[src/rtl/hazard_unit.sv]
// -----------------------------------------------------------------------------
// hazard_unit
//   Decode-stage pipeline hazard controller. Detects load-use hazards,
//   data-memory busy stalls, instruction-fetch misses and taken branches, and
//   produces per-stage stall/flush strobes. A small registered FSM tracks
//   multi-cycle stall episodes and runs a memory-wait watchdog.
//
//   Optional build macro: HAZARD_STATS_EN adds saturating statistics counters
//   (lu_count, mem_wait_count, flush_count).
//
// Ports:
//   clk           rising-edge clock
//   reset         asynchronous, active-high reset
//   id_rs1/id_rs2 source registers of the instruction in decode
//   id_uses_rs2   decode instruction actually reads rs2
//   ex_memread    instruction in EX is a load
//   ex_rd         destination register of the instruction in EX
//   branch_taken  M stage resolved a taken branch/jump this cycle
//   mem_busy      data memory not ready
//   fetch_busy    instruction memory not ready
//   stall_fetch   hold PC
//   stall_decode  hold IF/ID; also injects a bubble into EX
//   stall_exec    hold ID/EX and EX/M
//   flush_decode  zero IF/ID at the next edge
//   flush_exec    zero ID/EX at the next edge
//   mem_timeout   sticky watchdog flag (cleared only by reset)
//   lu_count, mem_wait_count, flush_count  statistics (HAZARD_STATS_EN only)
// -----------------------------------------------------------------------------
module hazard_unit #(
  parameter int REG_ADDR_W  = 5,
  parameter int MEM_TIMEOUT = 255,
  parameter int CNT_W       = 32
) (
  input  logic                  clk,
  input  logic                  reset,
  input  logic [REG_ADDR_W-1:0] id_rs1,
  input  logic [REG_ADDR_W-1:0] id_rs2,
  input  logic                  id_uses_rs2,
  input  logic                  ex_memread,
  input  logic [REG_ADDR_W-1:0] ex_rd,
  input  logic                  branch_taken,
  input  logic                  mem_busy,
  input  logic                  fetch_busy,
  output logic                  stall_fetch,
  output logic                  stall_decode,
  output logic                  stall_exec,
  output logic                  flush_decode,
  output logic                  flush_exec,
  output logic                  mem_timeout
`ifdef HAZARD_STATS_EN
  ,
  output logic [CNT_W-1:0]      lu_count,
  output logic [CNT_W-1:0]      mem_wait_count,
  output logic [CNT_W-1:0]      flush_count
`endif
);

  typedef enum logic [1:0] {
    RUN      = 2'd0,
    LU_STALL = 2'd1,
    MEM_WAIT = 2'd2
  } state_t;

  localparam int WD_W = $clog2(MEM_TIMEOUT + 1);

  state_t          state;
  state_t          next_state;
  logic [WD_W-1:0] wd_cnt;
  logic            load_use;

  // x0 is hardwired to zero, so a load targeting it never creates a hazard.
  assign load_use = ex_memread && (ex_rd != '0) &&
                    ((ex_rd == id_rs1) || (id_uses_rs2 && (ex_rd == id_rs2)));

  // Outputs are zero-latency: they depend on the current state and inputs.
  // NOTE: every output and next_state gets a default before any branch, so no
  // path leaves a value unassigned and no latch is inferred.
  always_comb begin
    stall_fetch  = 1'b0;
    stall_decode = 1'b0;
    stall_exec   = 1'b0;
    flush_decode = 1'b0;
    flush_exec   = 1'b0;
    next_state   = RUN;
    if (!reset) begin
      if (mem_busy) begin
        stall_fetch  = 1'b1;
        stall_decode = 1'b1;
        stall_exec   = 1'b1;
        next_state   = MEM_WAIT;
      end else if (branch_taken) begin
        // A redirect kills whatever is in IF/ID and ID/EX, including any
        // instruction that would otherwise be stalled on a load.
        flush_decode = 1'b1;
        flush_exec   = 1'b1;
      end else begin
        case (state)
          // The exit cycle of MEM_WAIT behaves exactly like RUN.
          RUN, MEM_WAIT: begin
            if (load_use) begin
              stall_fetch  = 1'b1;
              stall_decode = 1'b1;
              next_state   = LU_STALL;
            end else if (fetch_busy) begin
              stall_fetch  = 1'b1;
              flush_decode = 1'b1;
            end
          end
          // One bubble is already in EX; release the pipe this cycle.
          LU_STALL: next_state = RUN;
          default:  next_state = RUN;
        endcase
      end
    end
  end

  // NOTE: sequential state uses non-blocking assignments so every flop
  // samples the pre-edge values regardless of statement order.
  always_ff @(posedge clk or posedge reset) begin
    if (reset) begin
      state       <= RUN;
      wd_cnt      <= '0;
      mem_timeout <= 1'b0;
    end else begin
      state <= next_state;
      // Count only while the wait episode continues; leaving MEM_WAIT clears.
      if ((state == MEM_WAIT) && (next_state == MEM_WAIT)) begin
        if (wd_cnt != WD_W'(MEM_TIMEOUT))
          wd_cnt <= wd_cnt + 1'b1;
      end else begin
        wd_cnt <= '0;
      end
      // Fires on the edge where the count reaches MEM_TIMEOUT with memory
      // still busy; sticky until reset.
      if ((state == MEM_WAIT) && mem_busy && (wd_cnt >= WD_W'(MEM_TIMEOUT - 1)))
        mem_timeout <= 1'b1;
    end
  end

`ifdef HAZARD_STATS_EN
  logic lu_cycle;
  logic flush_cycle;

  // stall_decode without stall_exec is produced only by a load-use stall;
  // flush_exec is produced only by a taken branch.
  assign lu_cycle    = stall_decode && !stall_exec;
  assign flush_cycle = flush_exec;

  always_ff @(posedge clk or posedge reset) begin
    if (reset) begin
      lu_count       <= '0;
      mem_wait_count <= '0;
      flush_count    <= '0;
    end else begin
      if (lu_cycle && !(&lu_count))
        lu_count <= lu_count + 1'b1;
      if ((state == MEM_WAIT) && !(&mem_wait_count))
        mem_wait_count <= mem_wait_count + 1'b1;
      if (flush_cycle && !(&flush_count))
        flush_count <= flush_count + 1'b1;
    end
  end
`endif

endmodule

[config.mk]
export PLATFORM = sky130hd
export DESIGN_NAME = hazard_unit
export DESIGN_NICKNAME = d
export VERILOG_FILES = /design/src/rtl/hazard_unit.sv
export SDC_FILE = /design/constraint.sdc
export NUM_CORES = 1
export LEC_CHECK = 0
export ABC_CLOCK_PERIOD_IN_PS = 1350
export CAP_MARGIN = 10
export CORE_UTILIZATION = 53
export DETAILED_ROUTE_END_ITERATION = 8
export DONT_BUFFER_PORTS = 1
export GPL_ROUTABILITY_DRIVEN = 0
export PLACE_DENSITY_LB_ADDON = 0.05
export REMOVE_ABC_BUFFERS = 1
export SETUP_SLACK_MARGIN = 0.05
export SYNTH_ARGS = -nofsm -noshare
export SYNTH_HDL_FRONTEND = slang
export SYNTH_SLANG_ARGS = --single-unit
export TNS_END_PERCENT = 100
[constraint.sdc]
create_clock -name clk -period 1.35 [get_ports clk]
set_input_delay 0.0675 -clock clk [delete_from_list [all_inputs] [get_ports clk]]
set_output_delay 0.0675 -clock clk [all_outputs]
set_load 0.05 [all_outputs]
== After elaboration in Yosys (flattened, before gate mapping) ==
Cells that the tools add are included.

* Add/sub/neg operators: 1
* Mux-type cells: 28
* Reduce and logical (&&, ||, !) cells: 10
* Eq/ne operators: 6
* Magnitude comparators: 1

{| class="wikitable"
|+ Operator list
! operator !! number
|-
| $mux W1 || 22
|-
| $mux W8 || 2
|-
| $eq A5 B5 Y1 || 2
|-
| $add A8 B1 Y8 const B || 1
|-
| $ge A8 B8 Y1 const B || 1
|-
| $mux W2 || 4
|-
| $ne A8 B8 Y1 const B || 1
|-
| $logic_and A1 B1 Y1 || 6
|-
| $reduce_bool A5 Y1 || 1
|-
| $eq A2 B2 Y1 const B || 2
|-
| $logic_not A2 Y1 || 1
|-
| $ne A2 B1 Y1 const B || 1
|-
| $reduce_or A2 Y1 || 1
|-
| $logic_or A1 B1 Y1 || 1
|}

* Register bits after elaboration: 11
* Input port bits: 22

== Longest topological paths before layout ==
Gate-level depths: netlist of run 1.

* Depth in word-level cells: 12
* Gate-level depth with buffers: 6
* Depth with buffers taken out: 6

== Worst setup path before layout of run 1 ==
OpenSTA, ideal clock, no wires.

* Path kind: input port to flip-flop
* Start: input mem_busy
* End: register wd_cnt[4]
* Stages on the path: 4
* Arrival time: 1.507 ns
* Slack: -0.221 ns
* Library setup time: 0.064 ns
* Path through: nor2b_1 -> nand3b_1 -> nor2_1 -> o21a_1

* Word-level cells in the longest chain between the ends: 5

{| class="wikitable"
|+ Ends and longest elaborated chain
! element !! line !! text
|-
| from (decl) || 42 || <nowiki>input logic mem_busy,</nowiki>
|-
| $mux W2 (*) || 86 || <nowiki>if (mem_busy) begin</nowiki>
|-
| $mux W2 (*) || 85 || <nowiki>if (!reset) begin</nowiki>
|-
| $eq A2 B2 Y1 (*) || 127 || <nowiki>if ((state == MEM_WAIT) && (next_state == MEM_WAIT)) begin</nowiki>
|-
| $logic_and A1 B1 Y1 (*) || 127 ||
|-
| $ne A2 B1 Y1 (no line) or $mux W8 (tied branches) || -- ||
|-
| to (signal assigned) || 129 || <nowiki>wd_cnt <= wd_cnt + 1'b1;</nowiki>
|-
| to (decl) || 68 || <nowiki>logic [WD_W-1:0] wd_cnt;</nowiki>
|}

Every way passes the cells marked *; elsewhere a longest branch is shown, timed or not.
A chain may end at the register's enable or synchronous reset.

== Worst setup path after layout of run 1 ==
* Start: register state[0]
* End: output stall_decode

* Word-level cells in the longest chain between the ends: 6

{| class="wikitable"
|+ Ends and longest elaborated chain
! element !! line !! text
|-
| from (decl) || 66 || <nowiki>state_t state;</nowiki>
|-
| from (signal assigned) || 125 || <nowiki>state <= next_state;</nowiki>
|-
| $eq A2 B2 Y1 or $logic_not A2 Y1 (tied branches) || 97 || <nowiki>case (state)</nowiki>
|-
| $reduce_or A2 Y1 (*) || 97 ||
|-
| $mux W1 (*) || 97 ||
|-
| $mux W1 (*) || 91 || <nowiki>end else if (branch_taken) begin</nowiki>
|-
| $mux W1 (*) || 86 ||
|-
| $mux W1 (*) || 85 ||
|-
| to (decl) || 45 || <nowiki>output logic stall_decode,</nowiki>
|}

Marked as above.

==> results of run 1 <==
==> worst paths after layout <==
path / to / slack, ps / depth (start not counted)
max in group asynchronous: wd_cnt[3]$_DFFE_PP0P_ / 750 / 2
hold reg to reg: mem_timeout$_DFFE_PP0P_ / 500 / 1
setup / recovery: stall_decode / -90 / 3
min in group asynchronous: mem_timeout$_DFFE_PP0P_ / 260 / 2
hold / removal: mem_timeout$_DFFE_PP0P_ / 50 / 3
setup reg to reg: wd_cnt[1]$_DFFE_PP0P_ / -40 / 5
==> state kept, by name, summed over array words and instances, names as in the netlist <==
name	count
wd_cnt	8
mem_timeout	1
state	2
==> layout make-up <==
cell class	count	area [sq um]	area share [%]
Multi-Input combinational cell	65	569.3	51.53
Sequential cell	11	276.5	25.03
Timing Repair Buffer	21	196.4	17.78
Clock buffer	4	26.28	2.378
Tap cell	15	18.77	1.699
Inverter	4	17.52	1.586
==> logic make-up after synthesis <==
group                      Yosys count
adders and majority gates            2
and+or+nand+nor                     34
DFF                                 11
AOI/OAI and AO/OA                   16
xor gates and xnor gates            13
buffers and inverters                4
==> report_power, final <==
part           switching [mW]  total (mW)  internal [mW]
registers             0.00241       0.334          0.332
clock network           0.123       0.238          0.115
logic                  0.0742       0.134         0.0603
total                   0.200       0.706          0.507
==> routing by layer <==
layer	routed length (microns)	global-route usage [%]
met1	875	28.42
met2	1277	41.80
met3	129	10.23
met4	81	10.34
met5	0	0
==> Yosys cell counts <==
cell type / number / area (sq um)
nor3_1: 1 / 5.000
or4_1: 2 / 15.01
a21oi_1: 2 / 10.01
and2_1: 1 / 6.260
o21ai_0: 2 / 10.01
and3_1: 1 / 6.260
nor4b_1: 1 / 8.760
o41ai_1: 1 / 8.760
nor2b_1: 1 / 6.260
nor3b_1: 1 / 7.510
xor2_1: 1 / 8.760
o21a_1: 3 / 22.52
ha_1: 2 / 25.02
a21oi_2: 1 / 8.760
inv_1: 4 / 15.01
dfrtp_1: 11 / 275.3
nand2b_1: 1 / 6.260
a211oi_1: 1 / 7.510
nor2_1: 8 / 30.03
nor4_1: 1 / 6.260
o22ai_2: 1 / 12.51
or3_1: 1 / 6.260
nand4_1: 2 / 12.51
a2111oi_4: 1 / 27.53
nand2_1: 7 / 26.28
and4_4: 1 / 11.26
nand3_1: 4 / 20.02
o21bai_1: 2 / 15.01
xnor2_1: 12 / 105.1
nand3b_1: 1 / 7.510
a31oi_1: 1 / 6.260
a21o_1: 1 / 7.510
==> repair_timing <==
action,CTS,global route
endpoints found under the hold margin,12,0
pin swaps,8,12
cloned,0,0
gates resized for setup,13,18
hold buffers,3,0
setup buffers,1,3
setup endpoints to repair,10,12
==> critical path: stages, from the launching register on <==
cell and delay, ps:
dfrtp_1 410, or3_1 340, o21bai_1 140, buf_4 210
==> stage by stage <==
| stage | std cells | util (%) |
|---|---|---|
| finish | 120 | 84.90 |
| global route | 120 | 84.90 |
| CTS | 117 | 77.02 |
| detailed placement | 109 | 67.88 |
| global placement | 109 | 67.88 |
| floorplan | 80 | - |
==> results.py, run 1 <==
metrics = {
    "status": {
        "status": "finished, violations left",
        "violations": "negative setup slack",
    },
    "sta": {
        "worst_slew_margin_rel_pct": 69.87,
        "finalHoldViolations": 0,
        "setup_viol": 5,
        "setup_tns_ps": -253.6,
        "clock_skew_ps": 8.367,
        "rsz0062_at_grt": "true",
        "slew_viol_final": 0,
        "fin_crit_ps": 1445,
        "whs_ps": 50.02,
        "worst_pin_slew_ps": 451.5,
        "worst_slack_ps": -94.68,
        "fmax_mhz": 692.2,
        "period_share_pct": 107.0,
    },
    "grt": {
        "grt_max_degree": 12,
        "grt_pass1_wl_mm": 2.470,
        "antenna_found_initial": 0,
        "grtUsageTotal_pct": 25.33,
        "grt_pass1_vias": 578,
        "grt_overflow": 0,
    },
    "placed_design": {
        "port_buffers": 0,
        "placedInstanceArea_sq_um": 883.3,
        "dp_slack_ps": -68.41,
        "post-dp-hpwl_mm": 1.224,
    },
    "die": {
        "rows": 13,
        "coreArea_sq_um": 1301,
        "dieWidth_microns": 39.54,
        "start_util_pct": 57.40,
        "ios": 28,
        "die_height_microns": 39.54,
        "die-area_sq_um": 1563,
    },
    "setup_path": {
        "worstSetupStartpoint": "state[0]$_DFF_PP0_",
        "critPathLaunchType": "flip-flop",
        "worstReg2RegStart": "wd_cnt[0]$_DFFE_PP0P_",
        "arrival_ps": 1380,
        "endpoint_kind": "output pin",
        "crit_type": "reg2out",
        "cp_max_fo": 4,
        "worstPathRequired_ps": 1280,
    },
    "routing": {
        "drt_wl_total_mm": 2.364,
        "postRouteAntennaNets": 0,
        "drtPass1Iterations": 4,
        "vias": 752,
        "avgRoutedWirePerCell_microns": 19.70,
        "drt_first_iter_violations": 24,
        "drt_drc_violations_left": 0,
        "vias_per_cell": 6.267,
    },
    "yosys": {
        "synthCells": 80,
        "ys_warn_count": 0,
        "ys_seq_elements": 11,
        "syn_area_sq_um": 747.0,
        "ys_types": 32,
        "syn_avg_cell_area_sq_um": 9.337,
        "muxShareOfSynthArea_pct": 0,
        "ys_seq_area_share_pct": 36.85,
        "synth-xor-area-share_pct": 15.24,
        "synthSimpleGateAreaFrac_pct": 24.29,
        "synth_compound_area_share_pct": 18.26,
        "synth_top_family_by_area": "simple AND/OR/NAND/NOR gates",
        "synth_adder_area_share_pct": 3.350,
    },
    "cells_and_area": {
        "layout_commonest_cell": "buf_4",
        "num-nets-final": 130,
        "syn_to_final_growth_pct": 47.91,
        "num_antenna_cells": 0,
        "final_cell_area_sq_um": 1105,
        "final_cell_mix": "buf_4, xnor2_1, dfrtp_1",
        "layout-drive-gt1-share_pct": 40.95,
        "fillCellCount": 74,
    },
    "power_and_ir_drop": {
        "p_leak_nw": 0.4674,
        "finalPower_uw": 706.4,
        "powerDensity_nw_per_um2": 639.4,
        "ir_worst_vdd_mv": 0.6015,
    },
    "clock_tree": {
        "cts_made_buffers": 3,
        "cts_root_buffer": "clkbuf_4",
        "cts_num_sinks": 11,
        "cts_tree": "done",
        "clock_latency_ps": 280,
        "cts_max_level": 1,
        "clock_path_buffers": 2,
        "path_clk_slew_ps": 80,
    },
    "flow_run": {
        "cap_violations": 0,
    },
    "hold_path": {
        "min_from": "mem_busy",
        "hp-class": "in2reg",
    },
}
No activity file was read; power rests on OpenSTA's default activity.
==> run 2, diff against run 1 <==
--- a/config.mk
+++ b/config.mk
@@ -12,5 +12,5 @@
 export DONT_BUFFER_PORTS = 1
 export GPL_ROUTABILITY_DRIVEN = 0
-export PLACE_DENSITY_LB_ADDON = 0.05
+export PLACE_DENSITY = 0.76
 export REMOVE_ABC_BUFFERS = 1
 export SETUP_SLACK_MARGIN = 0.05
==> constraint.sdc (replaced) <==
create_clock -name clk -period 1.35 [get_ports clk]
set_input_delay 0.3375 -clock clk [delete_from_list [all_inputs] [get_ports clk]]
set_output_delay 0.3375 -clock clk [all_outputs]
set_load 0.05 [all_outputs]
==> results.py, run 2 (synthesis gave the netlist of run 1 again) <==
metrics = {
    "power_and_ir_drop": {
        "swShare_pct": 28.01,
        "powerDensity_nw_per_um2": 644.2,
        "p_leak_nw": 0.4714,
        "p_clk_share_pct": 31.3,
        "switchingPower_uw": 206.6,
        "internal-power_uw": 531.0,
        "ir_worst_vdd_mv": 0.4765,
        "p_comb_share_pct": 23.5,
        "seq_power_share_pct": 45.2,
    },
    "die": {
        "ios": 28,
        "coreArea_sq_um": 1301,
        "dieWidth_microns": 39.54,
        "start_util_pct": 57.40,
        "die-area_sq_um": 1563,
        "die_height_microns": 39.54,
        "rows": 13,
    },
    "sta": {
        "fmax_mhz": 519.4,
        "worst_slew_margin_rel_pct": 68.21,
        "rsz0062_at_grt": "true",
        "whs_ps": 120.2,
        "setup_tns_ps": -1635,
        "worst_pin_slew_ps": 476.8,
        "fin_crit_ps": 1925,
        "setup_viol": 5,
        "period_share_pct": 142.6,
        "worst_slack_ps": -575.1,
        "slew_viol_final": 0,
        "finalHoldViolations": 0,
        "clock_skew_ps": 7.556,
    },
    "cells_and_area": {
        "seq_area_sq_um": 275.3,
        "num_antenna_cells": 0,
        "layout-drive-gt1-share_pct": 43.40,
        "final_cell_mix": "buf_4, xnor2_1, dfrtp_1",
        "num-nets-final": 131,
        "multiInputGateArea_sq_um": 576.8,
        "fillCellCount": 57,
        "layout_commonest_cell": "buf_4",
        "layout.cells.non_filler": 121,
        "top_regs": "wd_cnt: 8 flops, state: 2 flops, mem_timeout: 1 flops",
        "regMostFlops": "wd_cnt",
        "largest_reg_flops": 8,
        "syn_to_final_growth_pct": 53.27,
        "final_cell_area_sq_um": 1145,
    },
    "placed_design": {
        "dp_slack_ps": -532.9,
        "placed_cells": 112,
        "port_buffers": 0,
        "placedInstanceArea_sq_um": 943.4,
        "post-dp-hpwl_mm": 1.429,
    },
    "grt": {
        "antenna_found_initial": 0,
        "grt_max_degree": 12,
        "grt_overflow": 0,
        "grt_pass1_wl_mm": 2.953,
        "grtUsageTotal_pct": 29.22,
        "grt_pass1_vias": 763,
    },
    "routing": {
        "vias": 727,
        "drt_drc_violations_left": 0,
        "vias_per_cell": 6.008,
        "drt_first_iter_violations": 16,
        "drt_wl_total_mm": 2.219,
        "drtPass1Iterations": 4,
        "postRouteAntennaNets": 0,
        "avgRoutedWirePerCell_microns": 18.34,
    },
    "clock_tree": {
        "cts_max_level": 1,
        "cts_made_buffers": 3,
        "path_clk_slew_ps": 70,
        "cts_root_buffer": "clkbuf_4",
        "clock_path_buffers": 2,
        "clock_latency_ps": 280,
        "cts_tree": "done",
        "cts_num_sinks": 11,
    },
    "setup_path": {
        "crit_type": "in2out",
        "critPathTopFamily": "compound AO/OA/AOI/OAI gates",
        "path_cells": "or4_4 > o21a_4 > a21oi_4 > o21a_1 > buf_12",
        "critPathMaxStageDelay_ps": 510,
        "cp_slowest_cell": "or4_4",
        "cp_max_fo": 3,
        "worstPathRequired_ps": 1010,
        "endpoint_kind": "output pin",
        "critPathLaunchType": "input pin",
        "crit_buf_inv": 1,
        "arrival_ps": 1590,
    },
    "status": {
        "status": "finished, violations left",
        "violations": "negative setup slack",
    },
    "hold_path": {
        "hp-class": "in2reg",
    },
    "flow_run": {
        "cap_violations": 0,
    },
}
[run 2: cell count changes in the layout (fill, tap and decap cells not counted), sizes merged]
cell         delta
buf             +3
dlygate4sd3     -2
[run 2: metal layers]
layer	routed length (microns)	GRT usage (%)	share of wire [%]
met4	97	9.483	4.4
met5	0	0	0
met1	807	27.60	36
met3	152	6.818	6.8
met2	1161	59.02	52
[run 2: area by class of cell]
class,count,share of cell area [%]
well taps,15,1.639
inverters,4,1.311
clock buffers,4,2.295
flip-flops and latches,11,24.04
repair buffers,22,20.33
multi-input cells,65,50.38
[run 2: timing repair]
item                                    CTS  global route
setup buffers                             1             3
pin swaps                                 8             7
endpoints found under the setup margin   11            12
hold endpoints to repair                 11             0
resized for setup                        15            14
hold buffers                              1             0
[run 2: worst paths after layout]
check                                 startpoint                     to  slack (ps)  cells past startpoint
setup / recovery                        ex_rd[1]           flush_decode        -580                      5
hold / removal                      branch_taken     state[0]$_DFF_PP0_         120                      1
setup reg to reg           wd_cnt[1]$_DFFE_PP0P_  wd_cnt[5]$_DFFE_PP0P_         -40                      5
hold reg to reg               state[0]$_DFF_PP0_     state[0]$_DFF_PP0_         560                      2
max in group asynchronous                  reset  wd_cnt[2]$_DFFE_PP0P_         520                      2
min in group asynchronous                  reset  wd_cnt[6]$_DFFE_PP0P_         520                      2
[run 2: worst reg2reg max path: stages (launching register included)]
cell	delay, ps
dfrtp_1	380
ha_2	210
buf_6	130
a2111oi_4	290
xnor2_1	170
nor2_1	90
[run 2: power groups by stage]
stage,Combinational (mW),Sequential (mW),Clock [mW]
floorplan,0.0909,0.340,0
global placement,0.136,0.339,0
detailed placement,0.141,0.340,0
CTS,0.154,0.333,0.226
global route,0.185,0.333,0.243
finish,0.173,0.333,0.231
[run 2: stage by stage]
stage / util [%] / power (mW)
global placement: 72.50 / 0.4756
CTS: 81.06 / 0.7131
floorplan: - / 0.4309
global route: 87.98 / 0.7615
detailed placement: 72.50 / 0.4807
finish: 87.98 / 0.7376
==> run 3, diff against run 2 <==
- SLEW_MARGIN: unset -> 20
- TNS_END_PERCENT: 100 -> 20
==> results.py, run 3 (synthesis gave the netlist of run 1 again) <==
metrics = {
    "power_and_ir_drop": {
        "swShare_pct": 26.71,
        "ir_worst_vdd_mv": 0.6892,
        "p_comb_share_pct": 21.9,
        "seq_power_share_pct": 46.8,
        "powerDensity_nw_per_um2": 676.7,
        "switchingPower_uw": 190.2,
        "internal-power_uw": 521.9,
        "p_leak_nw": 0.4329,
        "p_clk_share_pct": 31.3,
    },
    "grt": {
        "grt_pass1_vias": 737,
        "antenna_found_initial": 0,
        "grt_max_degree": 12,
        "grt_pass1_wl_mm": 2.891,
        "grt_overflow": 0,
        "grtUsageTotal_pct": 28.98,
    },
    "sta": {
        "worst_slew_margin_rel_pct": 68.24,
        "setup_tns_ps": -1545,
        "fin_crit_ps": 1921,
        "worst_slack_ps": -570.9,
        "slew_viol_final": 0,
        "setup_viol": 5,
        "finalHoldViolations": 0,
        "whs_ps": 127.8,
        "clock_skew_ps": 1.049,
        "rsz0062_at_grt": "true",
        "period_share_pct": 142.3,
        "worst_pin_slew_ps": 476.3,
        "fmax_mhz": 520.6,
    },
    "die": {
        "ios": 28,
        "coreArea_sq_um": 1301,
        "die-area_sq_um": 1563,
        "die_height_microns": 39.54,
        "rows": 13,
        "dieWidth_microns": 39.54,
        "start_util_pct": 57.40,
    },
    "cells_and_area": {
        "layout_commonest_cell": "buf_4",
        "largest_reg_flops": 8,
        "syn_to_final_growth_pct": 40.87,
        "num-nets-final": 127,
        "seq_area_sq_um": 275.3,
        "layout.cells.non_filler": 117,
        "top_regs": "wd_cnt: 8 flops, state: 2 flops, mem_timeout: 1 flops",
        "regMostFlops": "wd_cnt",
        "final_cell_mix": "buf_4, xnor2_1, dfrtp_1",
        "multiInputGateArea_sq_um": 529.3,
        "fillCellCount": 85,
        "layout-drive-gt1-share_pct": 36.27,
        "num_antenna_cells": 0,
    },
    "setup_path": {
        "cp_max_fo": 3,
        "critPathTopFamily": "compound AO/OA/AOI/OAI gates",
        "crit_type": "in2out",
        "worstPathRequired_ps": 1010,
        "crit_buf_inv": 1,
        "critPathMaxStageDelay_ps": 510,
        "cp_slowest_cell": "or4_4",
        "path_cells": "or4_4 > o21a_4 > a21oi_2 > o21a_1 > buf_12",
        "arrival_ps": 1580,
        "endpoint_kind": "output pin",
        "critPathLaunchType": "input pin",
    },
    "routing": {
        "postRouteAntennaNets": 0,
        "vias": 722,
        "drt_first_iter_violations": 9,
        "avgRoutedWirePerCell_microns": 16.79,
        "drtPass1Iterations": 4,
        "drt_drc_violations_left": 0,
        "vias_per_cell": 6.171,
        "drt_wl_total_mm": 1.965,
    },
    "flow_run": {
        "cap_violations": 0,
    },
    "placed_design": {
        "placed_cells": 112,
        "post-dp-hpwl_mm": 1.429,
        "port_buffers": 0,
    },
    "clock_tree": {
        "cts_tree": "done",
        "clock_latency_ps": 270,
        "post-cts-setup-buffers": 0,
        "cts_max_level": 1,
        "clock_path_buffers": 2,
        "cts_num_sinks": 11,
        "cts_root_buffer": "clkbuf_4",
        "cts_made_buffers": 3,
        "path_clk_slew_ps": 70,
    },
    "status": {
        "violations": "negative setup slack",
        "status": "finished, violations left",
    },
    "hold_path": {
        "hp-class": "in2reg",
    },
}
==> run 3: cell count changes in the layout (fill, tap and decap cells not counted), sizes merged <==
cell,delta
buf,-4
==> run 3: final cells by class <==
class,count,area share [%]
Inverter,4,1.427
Sequential cell,11,26.16
Multi-Input combinational cell,65,50.30
Clock buffer,4,2.497
Tap cell,15,1.784
Timing Repair Buffer,18,17.84
==> run 3: per-layer routing <==
layer,vias to the layer above,track usage [%],wire [microns]
met5,-,0,0
met4,0,10.34,47
met3,6,5.114,119
met2,33,60.25,1081
met1,351,26.52,716
li1,332,-,-
==> run 3: final timing paths <==
kind                                  startpoint                       to  slack (ps)  depth (start not counted)
max                                     ex_rd[1]             flush_decode        -570                          5
min                                 branch_taken       state[0]$_DFF_PP0_         130                          1
max reg2reg                wd_cnt[0]$_DFFE_PP0P_    wd_cnt[5]$_DFFE_PP0P_         -70                          5
min reg2reg                   state[0]$_DFF_PP0_       state[0]$_DFF_PP0_         550                          2
max in group asynchronous                  reset    wd_cnt[2]$_DFFE_PP0P_         560                          2
min in group asynchronous                  reset  mem_timeout$_DFFE_PP0P_         510                          2
==> run 3: repair_timing <==
item,in CTS,in global routing
endpoints found under the setup margin,11,13
resized for setup,4,11
hold buffers,1,0
pin swaps,3,5
hold endpoints to repair,11,0
==> run 3: power by group through the flow <==
stage | combinational, mW | clock [mW] | sequential, mW
final | 0.156 | 0.223 | 0.333
after global placement | 0.136 | 0 | 0.339
after CTS | 0.145 | 0.226 | 0.333
after detailed placement | 0.141 | 0 | 0.340
after floorplan | 0.0909 | 0 | 0.340
after global routing | 0.168 | 0.243 | 0.334
==> run 3: through the flow <==
stage / cell area, sq um / utilization (%) / total power, mW / setup slack (ps)
after floorplan: 747.0 / - / 0.4309 / -685.6
after global placement: 943.4 / 72.50 / 0.4756 / -478.1
after detailed placement: 943.4 / 72.50 / 0.4807 / -532.9
after CTS: 993.5 / 76.35 / 0.7044 / -558.8
after global routing: 1052 / 80.87 / 0.7442 / -578.1
final: 1052 / 80.87 / 0.7121 / -570.9
==> run 3: worst register-to-register path: stages (launching register included) <==
cell and delay, ps:
dfrtp_1 390, ha_2 210, buf_4 150, a2111oi_4 290, xnor2_1 170, nor2_1 80
